$ cat src/rtl/ifetch_unit.sv
// ifetch_unit: instruction-fetch control between the PC register and decode.
// Issues word requests, holds the returned instruction, gates PC advance, flags faults.
`default_nettype none

module ifetch_unit #(
    parameter int TIMEOUT = 16,
    parameter int CNT_W   = 16
) (
    input  logic             clk,
    input  logic             rst,
    input  logic [31:0]      pc_q,
    output logic             pc_ce,
    input  logic             flush,
    output logic             imem_req,
    output logic [31:0]      imem_addr,
    input  logic             imem_ack,
    input  logic [31:0]      imem_rdata,
    output logic [31:0]      inst,
    output logic             inst_valid,
    input  logic             inst_ready,
    output logic             fetch_fault,
    output logic [1:0]       fault_code,
    output logic [CNT_W-1:0] fetch_count
);

    localparam logic [2:0] S_IDLE  = 3'd0;
    localparam logic [2:0] S_REQ   = 3'd1;
    localparam logic [2:0] S_HOLD  = 3'd2;
    localparam logic [2:0] S_DROP  = 3'd3;
    localparam logic [2:0] S_FAULT = 3'd4;

    logic [2:0] state;
    logic [7:0] wait_cnt;
    logic       aligned;
    logic       timeout_hit;

    assign aligned     = (pc_q[1:0] == 2'b00);
    // Fires on the TIMEOUT-th consecutive cycle without an ack.
    assign timeout_hit = (wait_cnt == 8'(TIMEOUT - 1));

    assign imem_req  = (state == S_REQ) && aligned;
    assign imem_addr = pc_q;
    assign pc_ce     = ((state == S_HOLD) && inst_ready) || flush;

    always_ff @(posedge clk or posedge rst) begin
        if (rst) begin
            state       <= S_IDLE;
            wait_cnt    <= 8'd0;
            inst        <= 32'd0;
            inst_valid  <= 1'b0;
            fetch_fault <= 1'b0;
            fault_code  <= 2'b00;
            fetch_count <= '0;
        end else if (flush) begin
            // An outstanding request with no ack yet must have its late ack absorbed.
            inst_valid  <= 1'b0;
            wait_cnt    <= 8'd0;
            fetch_fault <= 1'b0;
            fault_code  <= 2'b00;
            state       <= ((state == S_REQ) && !imem_ack) ? S_DROP : S_REQ;
        end else begin
            case (state)
                S_IDLE: begin
                    wait_cnt <= 8'd0;
                    state    <= S_REQ;
                end
                S_REQ: begin
                    if (!aligned) begin
                        fetch_fault <= 1'b1;
                        fault_code  <= 2'b01;
                        wait_cnt    <= 8'd0;
                        state       <= S_FAULT;
                    end else if (imem_ack) begin
                        inst       <= imem_rdata;
                        inst_valid <= 1'b1;
                        wait_cnt   <= 8'd0;
                        state      <= S_HOLD;
                    end else if (timeout_hit) begin
                        fetch_fault <= 1'b1;
                        fault_code  <= 2'b10;
                        wait_cnt    <= 8'd0;
                        state       <= S_FAULT;
                    end else begin
                        wait_cnt <= wait_cnt + 8'd1;
                    end
                end
                S_HOLD: begin
                    if (inst_ready) begin
                        fetch_count <= fetch_count + CNT_W'(1);
                        inst_valid  <= 1'b0;
                        state       <= S_REQ;
                    end
                end
                S_DROP: begin
                    if (imem_ack || timeout_hit) begin
                        wait_cnt <= 8'd0;
                        state    <= S_REQ;
                    end else begin
                        wait_cnt <= wait_cnt + 8'd1;
                    end
                end
                S_FAULT: begin
                    inst_valid <= 1'b0;
                end
                default: begin
                    state <= S_IDLE;
                end
            endcase
        end
    end

endmodule

`default_nettype wire

$ cat config.mk
export PLATFORM = sky130hd
export DESIGN_NAME = ifetch_unit
export DESIGN_NICKNAME = d
export VERILOG_FILES = /design/src/rtl/ifetch_unit.sv
export SDC_FILE = /design/constraint.sdc
export NUM_CORES = 1
export LEC_CHECK = 0
export BUFFER_PORTS_ARGS = -buffer_cell sky130_fd_sc_hd__buf_2
export CAP_MARGIN = 0
export CORE_MARGIN = 5
export CORE_UTILIZATION = 51
export CTS_BUF_LIST = sky130_fd_sc_hd__clkbuf_8
export CTS_CLUSTER_SIZE = 28
export DETAILED_ROUTE_END_ITERATION = 6
export PLACE_DENSITY_LB_ADDON = 0.3
export SLEW_MARGIN = 40
export SYNTH_ARGS = -nofsm -noshare
export SYNTH_HDL_FRONTEND = slang
export SYNTH_SLANG_ARGS = --single-unit
$ cat constraint.sdc
create_clock -name clk -period 6.05 [get_ports clk]
set_clock_uncertainty 0.1 [all_clocks]
set_input_delay 1.21 -clock clk [delete_from_list [all_inputs] [get_ports clk]]
set_output_delay 1.21 -clock clk [all_outputs]
set_load 0.02 [all_outputs]
Word-level counts from Yosys, hierarchy flattened
Cells that the tools add are included.
- bits in registers: 63
- bits in latches: 0
- bits in writable memories: 0
- memory bits (read-only): 0
- bits of input ports: 69
- output and inout port bits: 86
- logic and storage cells: 68
- memories: 0
- add/sub/neg operators: 2
- multipliers: 0
- divide/modulo/power cells: 0
- $lt $le $gt $ge: 0
- eq/ne operators: 13
- shift operators: 0
- muxes and demuxes: 29
- bitwise operators: 1
- reduce and logical (&&, ||, !) cells: 16
- operator list (cell ; number):
    $mux 8 ; 5
    $pmux 8 s3 ; 1
    $mux 3 ; 6
    $add 16x1->16 const B ; 1
    $ne 3x3->1 const B ; 5
    $pmux 3 s5 ; 1
    $mux 2 ; 6
    $reduce_and 4->1 ; 3
    $mux 1 ; 9
    $add 8x1->8 const B ; 1
    $eq 8x4->1 const B ; 1
    $reduce_bool 4->1 ; 2
    $eq 3x2->1 const B ; 2
    $reduce_and 3->1 ; 2
    $ne 5x5->1 const B ; 1
    $eq 3x1->1 const B ; 1
    $eq 3x3->1 const B ; 1
    $logic_and 1x1->1 ; 3
    $logic_not 3->1 ; 1
    $ne 3x2->1 const B ; 1
    $pmux 1 s3 ; 1
    $logic_not 2->1 ; 1
    $logic_or 1x1->1 ; 2
    $ne 2x2->1 const B ; 1
    3 further kinds ; 3

Longest topological paths before layout
Gate-level depths: netlist (run 1).
- depth after elaboration: 6
- gate-level depth with buffers: 6
- depth with buffers taken out: 5

Worst setup path before layout (run 1)
Ideal clock, no wire load.
- path kind: input port to output port
- start point: input port pc_q[1]
- end point: output port imem_req
- arrival: 1707 ps
- required time: 4740 ps
- path slack: 3033 ps
- cell stages on the path: 1
- buffers on the path: 0
- path through: nor3_1
- longest elaborated chain between the ends: 2
- ends and longest elaborated chain (element ; RTL line ; source):
    start, declared ; 11 ; input logic [31:0] pc_q,
    $logic_not 2->1 ; 37 ; assign aligned = (pc_q[1:0] == 2'b00);
    $logic_and 1x1->1 ; 41 ; assign imem_req = (state == S_REQ) && aligned;
    end, declared ; 14 ; output logic imem_req,
No other way between the ends.

Worst setup path after layout (run 1)
- start point: input port inst_ready
- end point: output port pc_ce
- longest elaborated chain between the ends: 2
- ends and longest elaborated chain (element ; RTL line ; source):
    start, declared ; 20 ; input logic inst_ready,
    $logic_and 1x1->1 ; 43 ; assign pc_ce = ((state == S_HOLD) && inst_ready) || flush;
    $logic_or 1x1->1 ; 43 ;
    end, declared ; 12 ; output logic pc_ce,
No other way between the ends.

==> results of run 1 <==
placed cells by master (no fill, tap or decap), types with 3 or more instances in the layout:
cell                       count
sky130_fd_sc_hd__nor3_1        5
sky130_fd_sc_hd__a21o_1        3
sky130_fd_sc_hd__nor3b_1       5
sky130_fd_sc_hd__dfrtp_1      63
sky130_fd_sc_hd__xor2_1        8
sky130_fd_sc_hd__buf_2        94
sky130_fd_sc_hd__clkbuf_8     11
sky130_fd_sc_hd__o21ai_0      12
sky130_fd_sc_hd__nand4_1       3
sky130_fd_sc_hd__a22o_1        4
sky130_fd_sc_hd__xnor2_1       7
sky130_fd_sc_hd__nor2_1        8
sky130_fd_sc_hd__inv_1         6
sky130_fd_sc_hd__nand2_1       8
sky130_fd_sc_hd__nand3_1       9
sky130_fd_sc_hd__and4_1        5
sky130_fd_sc_hd__a21oi_1       3
sky130_fd_sc_hd__mux2_2       34
logic make-up (layout without fill, tap and decap cells):
group	after synthesis	in the layout	share of synthesized area, %
adders and majority gates	2	2	0.820
xor gates and xnor gates	15	15	4.31
and+or+nand+nor	62	62	13.2
AOI/OAI and AO/OA	32	32	7.09
DFF	63	63	51.7
muxes	35	35	12.9
buffers and inverters	46	119	10.0
through the flow:
stage / power [mW] / utilization, % / area [µm²] / worst slack, ns / instances
floorplan: 0.998 / - / 3050 / 3.03 / 255
global placement: 1.13 / 56.9 / 3350 / 3.00 / 387
CTS: 1.53 / 60.5 / 3560 / 3.00 / 403
finish: 1.51 / 60.5 / 3560 / 3.00 / 403
global route: 1.60 / 60.5 / 3560 / 2.98 / 403
detailed placement: 1.15 / 56.9 / 3350 / 3.00 / 387
path summary, 6_finish.rpt:
kind | slack [ns] | from | cells past startpoint | end
setup / recovery | 3.00 | inst_ready | 3 | pc_ce
hold / removal | 0.36 | fetch_count[15] | 1 | fetch_count[15]
setup reg to reg | 3.99 | state[1] | 3 | wait_cnt[3]
hold reg to reg | 0.36 | fetch_count[15] | 1 | fetch_count[15]
max in group asynchronous | 4.54 | rst | 3 | wait_cnt[4]
min in group asynchronous | 0.90 | rst | 3 | fetch_count[7]
synthesized netlist by cell type, types with 2 or more instances:
cell type	n	area share (%)
sky130_fd_sc_hd__buf_4	32	7.9
sky130_fd_sc_hd__nand4_1	3	0.62
sky130_fd_sc_hd__dfrtp_1	63	52
sky130_fd_sc_hd__a22o_1	4	1.1
sky130_fd_sc_hd__a21o_1	3	0.74
sky130_fd_sc_hd__nor3_1	5	0.82
sky130_fd_sc_hd__o21ai_0	12	2.0
sky130_fd_sc_hd__nor2_1	8	0.98
sky130_fd_sc_hd__and3_1	2	0.41
sky130_fd_sc_hd__and2b_1	2	0.49
sky130_fd_sc_hd__o21a_1	2	0.49
sky130_fd_sc_hd__nand2_1	8	0.98
sky130_fd_sc_hd__xnor2_1	7	2.0
sky130_fd_sc_hd__nor3b_1	5	1.2
sky130_fd_sc_hd__nand3_1	9	1.5
sky130_fd_sc_hd__o2111ai_1	2	0.57
sky130_fd_sc_hd__o31ai_1	2	0.49
sky130_fd_sc_hd__inv_1	7	0.86
sky130_fd_sc_hd__and4_1	5	1.4
sky130_fd_sc_hd__or3_1	2	0.41
sky130_fd_sc_hd__a21oi_1	3	0.49
sky130_fd_sc_hd__ha_1	2	0.82
sky130_fd_sc_hd__xor2_1	8	2.3
sky130_fd_sc_hd__buf_2	5	0.82
sky130_fd_sc_hd__mux2_2	34	13
sky130_fd_sc_hd__and2_1	2	0.41
state kept, by name, summed over array words and instances (netlist names):
signal and cells:
inst 32, fetch_count 16, wait_cnt 8, state 3, fault_code 2, fetch_fault 1, inst_valid 1
area by class of cell:
cell class / count / area, µm² / area share, %
Multi-Input combinational cell: 146 / 1170 / 32.8
Clock buffer: 11 / 151 / 4.25
Timing Repair Buffer: 96 / 489 / 13.7
Clock inverter: 5 / 56.3 / 1.58
Tap cell: 75 / 93.8 / 2.63
Inverter: 7 / 26.3 / 0.738
Sequential cell: 63 / 1580 / 44.3
worst register-to-register path, stage by stage (launching register included):
cell and delay (ns):
sky130_fd_sc_hd__dfrtp_1 0.49, sky130_fd_sc_hd__o2111ai_1 0.74, sky130_fd_sc_hd__nor2_1 0.26, sky130_fd_sc_hd__a221o_1 0.37
routing by layer:
metal,vias up,global-route usage [%],wire length (µm)
met5,-,0,0
met4,0,9.07,99
met3,17,4.07,564
met2,102,24.1,2890
met1,1003,20.2,2420
li1,1006,-,-
power by group through the flow:
stage	Clock [mW]	Combinational [mW]	Sequential, mW
2_1_floorplan	0	0.229	0.769
3_3_place_gp	0	0.501	0.630
3_5_place_dp	0	0.511	0.635
4_1_cts	0.386	0.514	0.628
5_1_grt	0.407	0.549	0.647
6_report	0.374	0.506	0.628
==> metrics.txt, run 1 <==
# TYPE chip_impl_metric gauge
chip_impl_metric{name="route.antenna.remaining_nets",unit=""} 0
chip_impl_metric{name="first_global_vias",unit=""} 2097
chip_impl_metric{name="die_w",unit="µm"} 87.4
chip_impl_metric{name="drt-wirelength-per-cell",unit="µm"} 14.8
chip_impl_metric{name="max_slew_margin",unit="%"} 44.9
chip_impl_info{name="cpMaxStageDelayCell",value="sky130_fd_sc_hd__a31o_2"} 1
chip_impl_metric{name="design.die.area",unit="µm²"} 7630
chip_impl_metric{name="final.hold.worst_slack",unit="ns"} 0.361
chip_impl_metric{name="placementRows",unit=""} 28
chip_impl_metric{name="setup_viol_count_final",unit=""} 0
chip_impl_metric{name="detail_route.vias_per_cell",unit=""} 5.28
chip_impl_info{name="setup.worst_path.start_class",value="input pin"} 1
chip_impl_metric{name="synth_seq_cells",unit=""} 63
chip_impl_metric{name="slowest_delay",unit="ns"} 0.23
chip_impl_metric{name="crit_arrival",unit="ns"} 1.74
chip_impl_metric{name="cap_violations",unit=""} 0
chip_impl_metric{name="synth_fp_nets",unit=""} 326
chip_impl_metric{name="p_leak",unit="nW"} 1.85
chip_impl_metric{name="grt_max_degree",unit=""} 64
chip_impl_metric{name="critPathRequiredTime",unit="ns"} 4.74
chip_impl_metric{name="power_density",unit="nW/µm²"} 423
chip_impl_metric{name="ir_worst_vdd",unit="mV"} 0.255
chip_impl_metric{name="synth_enable_flop_cells",unit=""} 0
chip_impl_info{name="timing.critical_path.cells",value="buf_2 -> a31o_2 -> buf_2"} 1
chip_impl_metric{name="nets",unit=""} 394
chip_impl_metric{name="grt_remaining_overflow",unit=""} 0
chip_impl_metric{name="dr.pass1.iters",unit=""} 5
chip_impl_metric{name="share_of_the_clock_period_used_by_the_worst_path_after_layout",unit="%"} 50.4
chip_impl_metric{name="power_switching",unit="mW"} 0.539
chip_impl_metric{name="drt_first_iter_violations",unit=""} 68
chip_impl_metric{name="routabilityCongestion",unit=""} 0.871
chip_impl_metric{name="fmaxAchievable",unit="MHz"} 328
chip_impl_metric{name="tightestPinTransition",unit="ns"} 0.826
chip_impl_metric{name="die_h",unit="µm"} 87.4
chip_impl_metric{name="pwr-share-clk",unit="%"} 24.8
chip_impl_metric{name="synth_cell_type_count",unit=""} 44
chip_impl_metric{name="groute.usage.overall",unit="%"} 15.8
chip_impl_metric{name="p_sw_share",unit="%"} 35.7
chip_impl_metric{name="core-area",unit="µm²"} 5890
chip_impl_info{name="tritoncts",value="done"} 1
chip_impl_info{name="status",value="complete, no violations"} 1
chip_impl_metric{name="floorplan.initialDensity",unit="%"} 51.8
chip_impl_metric{name="postCtsHoldBufs",unit=""} 0
chip_impl_info{name="clk_root_buf",value="sky130_fd_sc_hd__clkbuf_8"} 1
chip_impl_metric{name="boundaryPins",unit=""} 155
chip_impl_metric{name="ctsHtreeMaxLevel",unit=""} 3
chip_impl_metric{name="worstPathBufferInverterCount",unit=""} 2
chip_impl_metric{name="drive_above_1_share",unit="%"} 47.6
chip_impl_metric{name="sequentialPowerShare",unit="%"} 41.6
chip_impl_metric{name="drv_slew",unit=""} 0
chip_impl_metric{name="finalHoldViolations",unit=""} 0
chip_impl_metric{name="synth_async_sr_flop_share",unit="%"} 100
chip_impl_metric{name="postRouteWirelength",unit="µm"} 5970
chip_impl_metric{name="initial_antenna_violation_count",unit=""} 0
chip_impl_metric{name="comb_power_share",unit="%"} 33.6
chip_impl_metric{name="p_int",unit="mW"} 0.969
chip_impl_info{name="critPathMostFrequentCell",value="sky130_fd_sc_hd__buf_2"} 1
chip_impl_metric{name="fillers",unit=""} 502
chip_impl_metric{name="clkTransAtPathRegs",unit="ns"} 0.07
chip_impl_info{name="cp-end-kind",value="output pin"} 1
chip_impl_metric{name="source_to_sink_clock_delay_at_the_later_pin_of_the_worst_skew_pair",unit="ns"} 0.33
chip_impl_metric{name="syn_avg_cell_area",unit="µm²"} 12.0
chip_impl_info{name="hold_class",value="flop to flop"} 1
chip_impl_metric{name="synthesis.instances",unit=""} 255
chip_impl_metric{name="finalCriticalPeriod",unit="ns"} 3.05
chip_impl_metric{name="area.growth.synth_to_final",unit="%"} 16.7
chip_impl_metric{name="yosysSeqAreaShare",unit="%"} 51.7
chip_impl_metric{name="postCtsSetupRepairBufs",unit=""} 0
chip_impl_metric{name="totalNegativeSetupSlack",unit="ns"} 0
chip_impl_metric{name="port_buffers",unit=""} 94
chip_impl_metric{name="synth_area",unit="µm²"} 3050
chip_impl_metric{name="grt_pass1_wl",unit="µm"} 9510
chip_impl_metric{name="crit_path_max_fanout",unit=""} 7
chip_impl_metric{name="synth-warning-count",unit=""} 0
chip_impl_metric{name="antenna_cells",unit=""} 0
chip_impl_info{name="cp_top_family",value="buffers and inverters"} 1
chip_impl_info{name="grt_setup_unrepaired",value="no"} 1
chip_impl_metric{name="vias",unit=""} 2128
chip_impl_metric{name="dp_hpwl",unit="µm"} 4260
chip_impl_info{name="synth_top_flop_cell",value="sky130_fd_sc_hd__dfrtp_1"} 1
chip_impl_metric{name="cts.sinks",unit=""} 63
chip_impl_metric{name="clock_buffer_count_from_cts",unit=""} 9
chip_impl_info{name="path_class",value="input pin to output pin"} 1
chip_impl_metric{name="post_cts_resized",unit=""} 0
chip_impl_metric{name="drcViolationCount",unit=""} 0
chip_impl_metric{name="cts_buffer_depth",unit=""} 2
Note: power is estimated with default switching activity, not from simulation.
==> run 2: changes to the inputs <==
--- a/config.mk
+++ b/config.mk
@@ -8,7 +8,7 @@
 export BUFFER_PORTS_ARGS = -buffer_cell sky130_fd_sc_hd__buf_2
 export CAP_MARGIN = 0
 export CORE_MARGIN = 5
-export CORE_UTILIZATION = 51
+export CORE_UTILIZATION = 47
 export CTS_BUF_LIST = sky130_fd_sc_hd__clkbuf_8
 export CTS_CLUSTER_SIZE = 28
 export DETAILED_ROUTE_END_ITERATION = 6
==> constraint.sdc (replaced) <==
create_clock -name clk -period 3 [get_ports clk]
set_clock_uncertainty 0.1 [all_clocks]
set_input_delay 0.6 -clock clk [delete_from_list [all_inputs] [get_ports clk]]
set_output_delay 0.6 -clock clk [all_outputs]
set_load 0.02 [all_outputs]
==> run 2 against run 1 <==
Effect of this change:
- global-route usage down 0.057 points
- final area is 0.91% higher
- sequential share of layout area down 0.40 points
==> metrics.txt, run 2 (synthesized netlist as in run 1, its figures left out) <==
# TYPE chip_impl_metric gauge
chip_impl_info{name="status",value="complete, no violations"} 1
chip_impl_info{name="timing.critical_path.from",value="state[1]"} 1
chip_impl_info{name="path_class",value="flop to output pin"} 1
chip_impl_metric{name="slowest_delay",unit="ns"} 0.49
chip_impl_metric{name="die_w",unit="µm"} 90.6
chip_impl_metric{name="ir_worst_vdd",unit="mV"} 0.475
chip_impl_metric{name="max_slew_margin",unit="%"} 58.5
chip_impl_info{name="setup.worst_path.start_class",value="flop"} 1
chip_impl_metric{name="drt-wirelength-per-cell",unit="µm"} 15.4
chip_impl_metric{name="fillers",unit=""} 547
chip_impl_metric{name="largest_reg_flops",unit=""} 32
chip_impl_metric{name="vias",unit=""} 2109
chip_impl_metric{name="totalNegativeSetupSlack",unit="ns"} 0
chip_impl_metric{name="floorplan.initialDensity",unit="%"} 48.1
chip_impl_metric{name="finalHoldViolations",unit=""} 0
chip_impl_metric{name="routabilityCongestion",unit=""} 0.836
chip_impl_metric{name="finalCriticalPeriod",unit="ns"} 2.28
chip_impl_metric{name="core-area",unit="µm²"} 6350
chip_impl_metric{name="drcViolationCount",unit=""} 0
chip_impl_metric{name="postCtsSetupRepairBufs",unit=""} 0
chip_impl_metric{name="stdcell_count",unit=""} 408
chip_impl_info{name="cpMaxStageDelayCell",value="sky130_fd_sc_hd__dfrtp_1"} 1
chip_impl_metric{name="clock_buffer_count_from_cts",unit=""} 9
chip_impl_metric{name="antenna_cells",unit=""} 0
chip_impl_info{name="crit-reg2reg-launch",value="state[1]"} 1
chip_impl_metric{name="cap_violations",unit=""} 0
chip_impl_metric{name="fin_util",unit="%"} 56.6
chip_impl_metric{name="totalPowerFinal",unit="mW"} 3.04
chip_impl_metric{name="worstPathBufferInverterCount",unit=""} 1
chip_impl_metric{name="post_cts_resized",unit=""} 0
chip_impl_info{name="hold_class",value="input pin to asynchronous set/reset pin"} 1
chip_impl_metric{name="crit_path_max_fanout",unit=""} 11
chip_impl_metric{name="post_route_cell_area",unit="µm²"} 3590
chip_impl_metric{name="initial_antenna_violation_count",unit=""} 0
chip_impl_metric{name="nets",unit=""} 397
chip_impl_metric{name="drt_first_iter_violations",unit=""} 104
chip_impl_metric{name="ff_latch_area",unit="µm²"} 1580
chip_impl_info{name="timing.critical_path.cells",value="and2b_1 -> nand2_1 -> nor3_1 -> buf_2"} 1
chip_impl_info{name="tritoncts",value="done"} 1
chip_impl_info{name="clk_root_buf",value="sky130_fd_sc_hd__clkbuf_8"} 1
chip_impl_metric{name="cts_buffer_depth",unit=""} 2
chip_impl_metric{name="dp_cells",unit=""} 392
chip_impl_metric{name="share_of_the_clock_period_used_by_the_worst_path_after_layout",unit="%"} 75.9
chip_impl_info{name="grt_setup_unrepaired",value="no"} 1
chip_impl_metric{name="postRouteWirelength",unit="µm"} 6290
chip_impl_metric{name="source_to_sink_clock_delay_at_the_later_pin_of_the_worst_skew_pair",unit="ns"} 0.32
chip_impl_metric{name="clkTransAtPathRegs",unit="ns"} 0.07
chip_impl_info{name="registers.top_by_ff_count",value="inst"} 1
chip_impl_metric{name="dp_hpwl",unit="µm"} 4670
chip_impl_info{name="cp-end-kind",value="output pin"} 1
chip_impl_metric{name="postCtsHoldBufs",unit=""} 0
chip_impl_metric{name="power_density",unit="nW/µm²"} 847
chip_impl_metric{name="grt_pass1_wl",unit="µm"} 10600
chip_impl_metric{name="boundaryPins",unit=""} 155
chip_impl_metric{name="ctsHtreeMaxLevel",unit=""} 3
chip_impl_info{name="crit-reg2reg-capture",value="inst[22]"} 1
chip_impl_metric{name="detail_route.vias_per_cell",unit=""} 5.17
chip_impl_metric{name="grt_max_degree",unit=""} 25
chip_impl_metric{name="fmaxAchievable",unit="MHz"} 439
chip_impl_metric{name="p_leak",unit="nW"} 1.87
chip_impl_info{name="top_regs",value="inst: 32 flops, fetch_count: 16 flops, wait_cnt: 8 flops"} 1
chip_impl_info{name="most_used_cells_in_the_layout_excluding_fill_and_tap_cells",value="sky130_fd_sc_hd__buf_2, sky130_fd_sc_hd__dfrtp_1, sky130_fd_sc_hd__mux2_2, sky130_fd_sc_hd__o21ai_0, sky130_fd_sc_hd__clkbuf_8"} 1
chip_impl_metric{name="first_global_vias",unit=""} 2198
chip_impl_metric{name="worst-r2r-cell-count",unit=""} 4
chip_impl_metric{name="preCtsSetupSlack",unit="ns"} 0.612
chip_impl_metric{name="port_buffers",unit=""} 94
chip_impl_metric{name="drv_slew",unit=""} 0
chip_impl_metric{name="setup_viol_count_final",unit=""} 0
chip_impl_metric{name="design.die.area",unit="µm²"} 8200
chip_impl_metric{name="cts.sinks",unit=""} 63
chip_impl_info{name="layout.cells.most_common",value="sky130_fd_sc_hd__buf_2"} 1
chip_impl_metric{name="crit_arrival",unit="ns"} 1.58
chip_impl_metric{name="groute.usage.overall",unit="%"} 15.7
chip_impl_metric{name="final_critical_path_setup_slack",unit="ns"} 0.723
chip_impl_metric{name="dr.pass1.iters",unit=""} 4
chip_impl_metric{name="final.hold.worst_slack",unit="ns"} 0.149
chip_impl_metric{name="tightestPinTransition",unit="ns"} 0.620
chip_impl_metric{name="detailed_place.area",unit="µm²"} 3390
chip_impl_metric{name="r2r_setup_slack",unit="ns"} 0.80
chip_impl_metric{name="placementRows",unit=""} 29
chip_impl_metric{name="area.growth.synth_to_final",unit="%"} 17.8
chip_impl_metric{name="timing.critical_path.depth",unit=""} 4
chip_impl_info{name="cp_top_family",value="simple AND/OR/NAND/NOR gates"} 1
chip_impl_metric{name="grt_remaining_overflow",unit=""} 0
chip_impl_metric{name="critPathRequiredTime",unit="ns"} 2.30
chip_impl_metric{name="drive_above_1_share",unit="%"} 48.0
chip_impl_metric{name="die_h",unit="µm"} 90.6
chip_impl_metric{name="multi_input_area",unit="µm²"} 1170
chip_impl_metric{name="route.antenna.remaining_nets",unit=""} 0
run 2: changes by cell type in the layout (fill, tap and decap cells not counted), sizes merged:
cell / previous run / this run
inv: 7 / 8
buf: 96 / 99
clkbuf: 11 / 10
run 2: how the worst max path moves through the flow:
stage	endpoint
floorplan	fault_code[0]
CTS	imem_req
finish	imem_req
detailed placement	inst[22]
global route	imem_req
global placement	inst[26]
run 2: where the power goes:
group | switching (mW) | internal (mW) | leakage (nW) | total (mW)
clock network | 0.341 | 0.411 | 0.103 | 0.752
logic | 0.597 | 0.427 | 0.950 | 1.02
registers | 0.164 | 1.10 | 0.812 | 1.27
run 2: routing by layer:
| metal | GRT usage [%] | routed length (µm) |
|---|---|---|
| met2 | 25.2 | 2990 |
| met4 | 5.46 | 80 |
| met1 | 18.9 | 2740 |
| met3 | 6.75 | 484 |
| met5 | 0 | 0 |
run 2: cell type report:
class,count,share of cell area [%]
sequential,63,43.9
clock buffer,10,3.83
tap,77,2.68
clock inverter,6,1.91
inverter,7,0.731
timing repair buffer,99,14.5
multi-input combinational,146,32.5
run 2: worst reg2reg max path: cells and delay by family, from the launching register on:
family | cells | cell delay [ns]
AND/OR/NAND/NOR | 2 | 0.83
flip-flops | 1 | 0.49
buffers and inverters | 1 | 0.39
multiplexers | 1 | 0.29
